--- config.mk ---
export PLATFORM = sky130hd
export DESIGN_NAME = pipelined_sp_ram
export DESIGN_NICKNAME = d
export VERILOG_FILES = /design/src/rtl/pipelined_sp_ram.sv
export SDC_FILE = /design/constraint.sdc
export NUM_CORES = 1
export LEC_CHECK = 0
export BUFFER_PORTS_ARGS = -buffer_cell sky130_fd_sc_hd__clkbuf_2
export CORE_MARGIN = 10
export CORE_UTILIZATION = 40
export DETAILED_ROUTE_END_ITERATION = 10
export PLACE_DENSITY = 0.66
export SLEW_MARGIN = 0
export SYNTH_ARGS = -nofsm -noshare
export SYNTH_HDL_FRONTEND = slang
export SYNTH_SLANG_ARGS = --single-unit
--- constraint.sdc ---
create_clock -name clk -period 3.7 [get_ports clk]
set_input_delay 0.74 -clock clk [delete_from_list [all_inputs] [get_ports clk]]
set_output_delay 0.74 -clock clk [all_outputs]
set_load 0.05 [all_outputs]
--- src/rtl/pipelined_sp_ram.sv ---
// rtl/pipelined_sp_ram.sv - parametrised single-port RAM with request port, clear engine and optional output register
module pipelined_sp_ram #(
    parameter int DATA_WIDTH     = 8,
    parameter int ADDR_WIDTH     = 6,
    parameter int OUT_REG        = 1,
    parameter int WRITE_MODE     = 0,
    parameter int CLEAR_ON_RESET = 1
) (
    input  logic                  clk,
    input  logic                  rst,
    input  logic                  req_valid,
    output logic                  req_ready,
    input  logic                  req_we,
    input  logic [ADDR_WIDTH-1:0] req_addr,
    input  logic [DATA_WIDTH-1:0] req_wdata,
    input  logic                  clear_start,
    output logic                  busy,
    output logic                  rd_valid,
    output logic [DATA_WIDTH-1:0] rd_data
);

    localparam int DEPTH = 1 << ADDR_WIDTH;

    typedef enum logic {
        ST_RUN   = 1'b0,
        ST_CLEAR = 1'b1
    } state_t;

    state_t                  state;
    logic [ADDR_WIDTH-1:0]   cnt;
    logic [DATA_WIDTH-1:0]   ram [DEPTH];
    logic                    accept;
    logic                    respond;
    logic                    s1_valid;
    logic [DATA_WIDTH-1:0]   s1_data;

    // The request port is simply closed while the sweep owns the array.
    assign req_ready = (state == ST_RUN);
    assign busy      = (state == ST_CLEAR);
    assign accept    = req_valid && req_ready;

    // Writes in no-change mode are the only accepted requests without a response.
    assign respond   = accept && !(req_we && (WRITE_MODE == 2));

    // Control FSM: RUN serves requests, CLEAR walks cnt over every address exactly once.
    always_ff @(posedge clk or posedge rst) begin
        if (rst) begin
            state <= (CLEAR_ON_RESET != 0) ? ST_CLEAR : ST_RUN;
            cnt   <= '0;
        end else begin
            case (state)
                ST_RUN: begin
                    if (clear_start) begin
                        state <= ST_CLEAR;
                    end
                end
                ST_CLEAR: begin
                    if (cnt == ADDR_WIDTH'(DEPTH - 1)) begin
                        cnt   <= '0;
                        state <= ST_RUN;
                    end else begin
                        cnt <= cnt + 1'b1;
                    end
                end
                default: begin
                    state <= ST_RUN;
                    cnt   <= '0;
                end
            endcase
        end
    end

    // Array write port, shared by the clear sweep and accepted writes; never reset.
    always_ff @(posedge clk) begin
        if (state == ST_CLEAR) begin
            ram[cnt] <= '0;
        end else if (accept && req_we) begin
            ram[req_addr] <= req_wdata;
        end
    end

    // First response stage: the synchronous array read, or the write data in write-first mode.
    always_ff @(posedge clk or posedge rst) begin
        if (rst) begin
            s1_valid <= 1'b0;
            s1_data  <= '0;
        end else begin
            s1_valid <= respond;
            if (respond) begin
                s1_data <= (req_we && (WRITE_MODE == 1)) ? req_wdata : ram[req_addr];
            end
        end
    end

    generate
        if (OUT_REG != 0) begin : g_out_reg
            logic                  s2_valid;
            logic [DATA_WIDTH-1:0] s2_data;

            // Optional output register; data only moves with a valid response so it holds otherwise.
            always_ff @(posedge clk or posedge rst) begin
                if (rst) begin
                    s2_valid <= 1'b0;
                    s2_data  <= '0;
                end else begin
                    s2_valid <= s1_valid;
                    if (s1_valid) begin
                        s2_data <= s1_data;
                    end
                end
            end

            assign rd_valid = s2_valid;
            assign rd_data  = s2_data;
        end else begin : g_no_out_reg
            assign rd_valid = s1_valid;
            assign rd_data  = s1_data;
        end
    endgenerate

endmodule

==> metrics.txt, run 1 <==
P per Cell Area 589 nW/µm²; max incr delay on CP 710 ps; Peak Freq 320 MHz; area of the multi-input gates 4750 µm²; Mapped Nets 1098; diode count 0; Avg WL per Cell 24.7 µm; actual slew at the worst max-slew pin 1060 ps; final net count 1203; Req. time, crit path 3940 ps; area grow syn2layout 15.0%; CP endpoint kind flop; Initial DRT Pass Iterations 5; Initial Util 0.403; Setup Skew 34.6 ps; antenna violations before repair 2; Root Buffer clkbuf_16; CP arrival 3360 ps; minimum clock period 3120 ps; crit-path cells nand3b_1, mux2i_1, nand2_1, nor2_1; die width 250 µm; Reg-to-Reg Start busy$_DFF_PP1_; number of port buffers 29; GR Util All Layers 0.148; RSZ-0062 raised after global routing no; Starting DRT DRC Count 1200; crit path max fanout 17; grt ovf 0; number of synthesized flops with an enable pin 512; Ys Warns 0; H-tree depth 2; TritonCTS Buffers 53; FFs w/ async S/R, synth 0.0466; Final Core Density 0.463; area of the die 62400 µm²; Worst-path clk slew 60 ps; Clk Latency, worst-skew pair 600 ps; Setup Buffers After CTS 0; cell row count 84; worst r2r dst ram[16][2]$_DFFE_PP_; Crit-path slowest cell dfstp_2; total wire length 47300 µm; CTS tree done; R2R cell count 4; share of post-route cells with drive strength above 1 0.282; prevailing post-synth register cell edfxtp_1; ANT nets after route 0; count of different cell masters after synthesis 48; crit-path leading delay family simple AND/OR/NAND/NOR gates; io pins 30; vias per cell 5.63; accumulated negative setup slack 0 ps; dpl hpwl 29400 µm; post-synth top area cell edfxtp_1; most common cell in the synthesized netlist edfxtp_1; register area 16000 µm²; first-pass GRT wire length 70100 µm; Post-synth top cells edfxtp_1, mux4_2, nor2_1; max_slew headroom 0.293; post-synthesis register bit count 537; Yosys top cell area share 0.728; ranking of synthesized cells by area edfxtp_1, mux4_2, dfrtp_1; Mapped Cells 1078; drt drc 0; Setup-failing EPs final 0; Die H 250 µm; cts hold-fix bufs 0; PostCTS Resize Cnt 0; CP bufs+invs 0; pre-CTS WS 485 ps; mean area per synthesized cell 19.6 µm²; Worst Setup Path Type reg2reg; GPL Wtd Cong 0.835; synthesized area 21100 µm²; Core Area 52400 µm²; Tcrit/Tclk final 0.844; CTS Sinks 537; status complete, no violations; setup slack after layout 578 ps; sequential element share of the synthesized area 0.758; startpoint type of the worst setup path flop; clk buf depth 3; pins over their slew limit 0; peak supply drop 0.350 mV; Fill cells 4311; Hold Crit Class in2async; via count 10.8k; number of global-route vias before repair 10.7k; LEAKAGE 8.51 nW; largest net degree at the start of global routing 65; Max Cap Viol 0; flop-to-flop setup slack 580 ps; Final Hold Vio Count 0
-- sequential cells by signal (all words and copies together), names as in the netlist --
register / flops
rd_valid: 1
cnt: 6
s1_valid: 1
rd_data: 8
ram: 512
busy: 1
s1_data: 8
-- layer usage --
metal	part of all wire	global-route usage	up-vias
li1	-	-	4621
met1	0.44	0.216	5594
met2	0.45	0.216	479
met3	0.090	0.0394	81
met4	0.021	0.0403	4
met5	0.00066	0	-
-- power by group --
part | switching, W | internal, W
clock network | 0.00225 | 0.00325
registers | 0.000191 | 0.00702
logic | 0.00105 | 0.000527
-- worst reg2reg max path: stages, from the launching register on --
cell and delay [ps]:
dfstp_2 710, nand3b_1 540, mux2i_1 440, nand2_1 400
nor2_1 670
-- cell type report --
| class | instances | share of cell area |
|---|---|---|
| flip-flops and latches | 537 | 0.659 |
| well taps | 688 | 0.0355 |
| multi-input cells | 478 | 0.196 |
| repair buffers | 109 | 0.0347 |
| inverters | 4 | 0.000618 |
| clock inverters | 28 | 0.0116 |
| clock buffers | 72 | 0.0630 |
-- per-stage QoR --
step / instance area (µm²) / instances / hold slack (ps) / power (W)
after floorplan: 21100 / 1078 / 352 / 0.00826
after global placement: 22500 / 1816 / 498 / 0.00887
after detailed placement: 22500 / 1816 / 501 / 0.00891
after CTS: 24300 / 1916 / 389 / 0.0144
after global routing: 24300 / 1916 / 471 / 0.0148
final: 24300 / 1916 / 376 / 0.0143
-- how the worst max path moves through the flow --
| stage | endpoint | startpoint | cells after the start |
|---|---|---|---|
| 6_report | ram[16][2]$_DFFE_PP_ | busy$_DFF_PP1_ | 4 |
| 5_1_grt | ram[16][1]$_DFFE_PP_ | busy$_DFF_PP1_ | 4 |
| 4_1_cts | ram[16][2]$_DFFE_PP_ | busy$_DFF_PP1_ | 4 |
| 3_5_place_dp | s1_data[6]$_DFFE_PP0N_ | req_addr[0] | 7 |
| 3_3_place_gp | s1_data[6]$_DFFE_PP0N_ | req_addr[0] | 7 |
| 2_1_floorplan | ram[12][0]$_DFFE_PP_ | busy$_DFF_PP1_ | 7 |
-- cell usage in the layout, fill, tap and decap left out, types with 12 or more instances in the layout --
master / count
dfrtp_1: 24
mux2_2: 41
nor3_1: 16
a211oi_1: 16
edfxtp_1: 512
clkbuf_2: 26
buf_4: 74
clkinv_2: 12
clkbuf_16: 55
mux4_2: 96
nand2_1: 46
mux2i_1: 41
o22ai_1: 33
nor2_1: 66
a22oi_1: 16
-- logic make-up after synthesis --
logic type,count (synthesis),synth area share
flip-flops,537,0.758
AND/OR/NAND/NOR,182,0.0406
multiplexers,178,0.144
AO/OA/AOI/OAI,115,0.0387
buffers and inverters,63,0.0179
XOR/XNOR,2,0.000830
adder cells (fa/ha/maj),1,0.000592
(Power assumes the default switching activity.)
==> run 2, diff against run 1 <==
==> constraint.sdc (replaced) <==
create_clock -name clk -period 3.3 [get_ports clk]
set_input_delay 0.66 -clock clk [delete_from_list [all_inputs] [get_ports clk]]
set_output_delay 0.66 -clock clk [all_outputs]
set_load 0.05 [all_outputs]
==> metrics.txt, run 2 (synthesis results as in run 1) <==
Peak Freq 378 MHz; Largest register FFs 512 (unchanged); Setup Skew 18.3 ps (-16.3 ps); RSZ-0062 raised after global routing no; H-tree depth 2 (unchanged); clk buf depth 3 (unchanged); drt drc 0 (unchanged); Root Buffer clkbuf_16; total wire length 46700 µm (-1.2%); minimum clock period 2640 ps; number of port buffers 29 (unchanged); share of post-route cells with drive strength above 1 0.281 (-0.000959); GPL Wtd Cong 0.850 (+1.8%); Initial DRT Pass Iterations 5 (unchanged); flop-to-flop setup slack 700 ps (+120 ps); LEAKAGE 8.52 nW (about the same); R2R cell count 6 (+2); Final Hold Vio Count 0 (unchanged); Setup-failing EPs final 0 (unchanged); actual slew at the worst max-slew pin 1040 ps (-21.3 ps); Worst-path clk slew 60 ps (about the same); startpoint type of the worst setup path input pin; Reg-to-Reg Start busy$_DFF_PP1_; Avg WL per Cell 24.1 µm (-2.3%); most frequent cells in the layout edfxtp_1, mux4_2, buf_4; CP arrival 3150 ps (-210 ps); commonest non-fill, non-tap cell in the layout edfxtp_1; Fill cells 4299 (-0.28%); diode count 0 (unchanged); status complete, no violations; first-pass GRT wire length 70600 µm (+0.72%); Req. time, crit path 3810 ps (-130 ps); final net count 1228 (+2.1%); PostCTS Resize Cnt 0 (unchanged); io pins 30 (unchanged); number of global-route vias before repair 10.8k (+1.2%); Tcrit/Tclk final 0.801; worst r2r dst ram[20][3]$_DFFE_PP_; Clk Latency, worst-skew pair 590 ps (about the same); area of the die 62400 µm² (unchanged); CP endpoint kind flop; area of the multi-input gates 4750 µm² (unchanged); die width 250 µm (unchanged); crit path max fanout 59 (+42); via count 10.7k (-0.96%); pins over their slew limit 0 (unchanged); CTS tree done; Die H 250 µm (unchanged); CTS Sinks 537 (unchanged); Max Cap Viol 0 (unchanged); GR Util All Layers 0.148 (-0.000789); Starting DRT DRC Count 1052 (-12%); Initial Util 0.403 (unchanged); Final Core Density 0.463 (about the same); area grow syn2layout 14.9% (about the same); Most flops, register ram; Hold Crit Class in2async; vias per cell 5.51 (-2.1%); P per Cell Area 631 nW/µm² (+7.3%); accumulated negative setup slack 0 ps (unchanged); Setup Buffers After CTS 0 (unchanged); register area 16000 µm² (unchanged); setup slack after layout 657 ps (+78.8 ps); ANT nets after route 0 (unchanged); antenna violations before repair 0 (-2); dpl hpwl 29400 µm (-0.24%); max_slew headroom 0.290 (-0.00292); Core Area 52400 µm² (unchanged); largest net degree at the start of global routing 65 (unchanged); cell row count 84 (unchanged); cts hold-fix bufs 0 (unchanged); TritonCTS Buffers 53 (unchanged); pre-CTS WS 102 ps (-383 ps); peak supply drop 0.392 mV (+12%); Worst Setup Path Type in2reg; grt ovf 0 (unchanged); hold slack 274 ps (-102 ps)
-- run 2: cell types whose count changed in the layout (fill, tap and decap cells not counted), sizes merged --
cell,previous run,this run
bufinv,5,1
buf,83,108
clkbuf,98,95
clkinvlp,3,1
clkinv,18,24
-- run 2: layer usage --
layer	GRT usage	routed length (µm)
met5	0	0
met1	0.213	21100
met2	0.224	21600
met4	0.0334	779
met3	0.0333	3240
-- run 2: worst max path at each step --
| stage | from | end | slack (ps) | cells after the start |
|---|---|---|---|---|
| finish | req_addr[0] | s1_data[5]$_DFFE_PP0N_ | 660 | 7 |
| global route | req_addr[0] | s1_data[5]$_DFFE_PP0N_ | 530 | 7 |
| CTS | req_addr[0] | s1_data[5]$_DFFE_PP0N_ | 710 | 7 |
| detailed placement | req_addr[0] | s1_data[5]$_DFFE_PP0N_ | 100 | 7 |
| global placement | req_addr[0] | s1_data[5]$_DFFE_PP0N_ | 120 | 7 |
| floorplan | busy$_DFF_PP1_ | ram[12][0]$_DFFE_PP_ | 700 | 7 |
-- run 2: through the flow --
stage	power [W]	cell area (µm²)	std cells
floorplan	0.00926	21100	1078
global placement	0.00996	22700	1841
detailed placement	0.00999	22700	1841
CTS	0.0154	24300	1938
global route	0.0159	24300	1938
finish	0.0153	24300	1938
-- run 2: area by class of cell --
cell class	count	area share
Multi-Input combinational cell	478	0.196
Inverter	4	0.000619
Clock inverter	28	0.00670
Clock buffer	69	0.0571
Tap cell	688	0.0355
Timing Repair Buffer	134	0.0450
Sequential cell	537	0.659
-- run 2: power breakdown --
group	internal, W	switching (W)
clock network	0.00303	0.00243
logic	0.000611	0.00116
registers	0.00787	0.000217
-- run 2: critical path, stage by stage --
cell and delay [ps]:
buf_6 430, buf_12 370, mux2_2 220, o22ai_1 70, a2111oi_0 820, nor3_1 250, o21ai_1 190
==> run 3, diff against run 2 <==
--- a/config.mk
+++ b/config.mk
@@ -5,11 +5,12 @@
 export SDC_FILE = /design/constraint.sdc
 export NUM_CORES = 1
 export LEC_CHECK = 0
+export ABC_AREA = 1
 export BUFFER_PORTS_ARGS = -buffer_cell sky130_fd_sc_hd__clkbuf_2
 export CORE_MARGIN = 10
 export CORE_UTILIZATION = 40
 export DETAILED_ROUTE_END_ITERATION = 10
-export PLACE_DENSITY = 0.66
+export PLACE_DENSITY = 0.68
 export SLEW_MARGIN = 0
 export SYNTH_ARGS = -nofsm -noshare
 export SYNTH_HDL_FRONTEND = slang
==> constraint.sdc (replaced) <==
create_clock -name clk -period 2.4 [get_ports clk]
set_input_delay 0.48 -clock clk [delete_from_list [all_inputs] [get_ports clk]]
set_output_delay 0.48 -clock clk [all_outputs]
set_load 0.05 [all_outputs]
==> metrics.txt, run 3 <==
LEAKAGE 9.79 nW (+15%); crit-path leading delay family simple AND/OR/NAND/NOR gates; GPL Wtd Cong 0.876 (+3.1%); most common cell in the synthesized netlist nand2_1; Final Core Density 0.475 (+0.0127); Crit-path slowest cell dfstp_4; via count 14.7k (+38%); max incr delay on CP 640 ps (-180 ps); Root Buffer clkbuf_16; P per Cell Area 909 nW/µm² (+44%); Avg WL per Cell 20.5 µm (-15%); Starting DRT DRC Count 1461 (+39%); ranking of synthesized cells by area edfxtp_1, nand3_1, nand2_1; CTS tree done; Die H 255 µm (+2.1%); crit path max fanout 14 (-76%); actual slew at the worst max-slew pin 676 ps (-361 ps); post-synthesis register bit count 537 (unchanged); accumulated negative setup slack 0 ps (unchanged); vias per cell 5.40 (-2.0%); Ys Warns 0 (unchanged); grt ovf 0 (unchanged); Reg power frac 0.468 (-0.060); Clock power frac 0.360 (+0.004); Final Power 0.0237 W (+55%); Core Area 54900 µm² (+4.6%); startpoint type of the worst setup path flop; max_slew headroom 0.548 (+0.258); CP bufs+invs 4 (+2); number of global-route vias before repair 14.5k (+34%); ANT nets after route 0 (unchanged); diode count 0 (unchanged); number of port buffers 29 (unchanged); cell row count 86 (+2.4%); setup slack after layout 76.1 ps (-581 ps); internal cell power 0.0173 W (+50%); Most flops, register ram; post-synth top area cell edfxtp_1; Peak Freq 430 MHz; TritonCTS Buffers 52 (-1.9%); Mapped Nets 1909 (+74%); Sw Ratio 0.272 (+0.0236); Setup Skew 14.8 ps (-3.46 ps); drt drc 0 (unchanged); clk buf depth 3 (unchanged); pins over their slew limit 0 (unchanged); Worst Setup Path Type reg2reg; Yosys top cell area share 0.696 (-0.0322); synthesized area 22100 µm² (+4.6%); pre-CTS WS -47.2 ps (-150 ps); antenna violations before repair 0 (unchanged); Setup-failing EPs final 0 (unchanged); CP arrival 2560 ps (-590 ps); H-tree depth 2 (unchanged); Final Hold Vio Count 0 (unchanged); number of synthesized flops with an enable pin 512 (unchanged); Hold Crit Class in2reg; die width 255 µm (+2.1%); CTS Sinks 537 (unchanged); commonest non-fill, non-tap cell in the layout nand2_1; prevailing post-synth register cell edfxtp_1; Largest register FFs 512 (unchanged); net switching power figure 0.00645 W (+69%); area of the die 65000 µm² (+4.2%); most frequent cells in the layout nand2_1, edfxtp_1, nand3_1; first-pass GRT wire length 85500 µm (+21%); sequential element share of the synthesized area 0.724 (-0.0335); Req. time, crit path 2640 ps (-1170 ps); crit-path cells inv_8, nand2_8, inv_6, nand2_8, o21ai_2, buf_12, nor2_4, nand3_2, buf_12, nor2_2; minimum clock period 2320 ps; Initial Util 0.403 (about the same); FFs w/ async S/R, synth 0.0466 (unchanged); Max Cap Viol 0 (unchanged); io pins 30 (unchanged); CP endpoint kind flop; total wire length 55800 µm (+19%); dpl hpwl 33100 µm (+13%); Tcrit/Tclk final 0.968; flop-to-flop setup slack 80 ps (-620 ps); count of different cell masters after synthesis 35 (-27%); Combinational Power Share 0.172 (+0.056); share of post-route cells with drive strength above 1 0.166 (-0.114); Mapped Cells 1889 (+75%); status complete, no violations; RSZ-0062 raised after global routing no; Worst-path clk slew 60 ps (about the same); Post-synth top cells nand2_1, edfxtp_1, nand3_1; area grow syn2layout 18.1%; final net count 1995 (+62%); peak supply drop 0.509 mV (+30%); largest net degree at the start of global routing 86 (+32%); Clk Latency, worst-skew pair 600 ps (about the same); mean area per synthesized cell 11.7 µm² (-40%); GR Util All Layers 0.172 (+0.0241); Initial DRT Pass Iterations 7 (+2)
## run 3: changes by cell type in the layout (fill, tap and decap cells not counted), sizes merged, moves of 16 or more
cell / before / now
mux4: 96 / 0
a211oi: 16 / 0
mux2i: 41 / 0
nand2: 46 / 627
a22oi: 16 / 0
o22ai: 33 / 0
inv: 6 / 30
mux2: 41 / 8
nand3: 6 / 473
## run 3: final cells by class
class / instances / area (µm²)
fill: 4789 / 28800
clock inverter: 28 / 297
tap: 704 / 881
clock buffer: 70 / 1510
multi-input combinational: 1210 / 5810
inverter: 27 / 126
sequential: 537 / 16000
timing repair buffer: 147 / 1460
## run 3: tightest hold or removal path, cell delays in order
cell      delay [ps]
clkbuf_2          80
nor2_1            80
nor2_1            50
## run 3: logic make-up after synthesis
group                      after synthesis  share of synthesized area
AOI/OAI and AO/OA                        8                    0.00283
xor gates and xnor gates                 2                   0.000793
adders and majority gates                1                   0.000566
buffers and inverters                  142                     0.0280
DFF                                    537                      0.724
muxes                                    8                    0.00408
and+or+nand+nor                       1191                      0.239
## run 3: power by group through the flow
stage / sequential, W / combinational (W) / clock (W)
floorplan: 0.0114 / 0.00220 / 0
finish: 0.0111 / 0.00408 / 0.00854
global route: 0.0111 / 0.00435 / 0.00902
detailed placement: 0.0113 / 0.00403 / 0
global placement: 0.0113 / 0.00395 / 0
CTS: 0.0111 / 0.00404 / 0.00866
## run 3: worst paths after layout
| path | startpoint | depth (start not counted) | endpoint |
|---|---|---|---|
| min in group asynchronous | rst | 4 | s1_data[1]$_DFFE_PP0N_ |
| min reg2reg | s1_data[4]$_DFFE_PP0N_ | 2 | s1_data[4]$_DFFE_PP0N_ |
| min | clear_start | 3 | busy$_DFF_PP1_ |
| max reg2reg | busy$_DFF_PP1_ | 10 | ram[0][4]$_DFFE_PP_ |
| max in group asynchronous | rst | 4 | busy$_DFF_PP1_ |
| max | busy$_DFF_PP1_ | 10 | ram[0][4]$_DFFE_PP_ |
## run 3: timing repair
action | in CTS | in global routing
pin swaps | 0 | 2
setup endpoints to repair | 7 | 17
setup buffers | 0 | 1
hold endpoints to repair | 24 | 0
hold buffers | 1 | 0
gates resized for setup | 1 | 3
## run 3: metal layers
layer / vias to the layer above / routed length [µm] / global-route usage
met5: - / 0 / 0
met4: 0 / 1680 / 0.0636
met3: 111 / 4440 / 0.0299
met2: 641 / 25900 / 0.271
met1: 7135 / 23700 / 0.235
li1: 6820 / - / -
## run 3: through the flow
stage          instance area (µm²)  std cells  hold slack (ps)
6_report                     26100       2723              105
5_1_grt                      26100       2723              143
4_1_cts                      26100       2722             87.3
3_5_place_dp                 24200       2623              467
3_3_place_gp                 24200       2623              464
2_1_floorplan                22400       1889              352
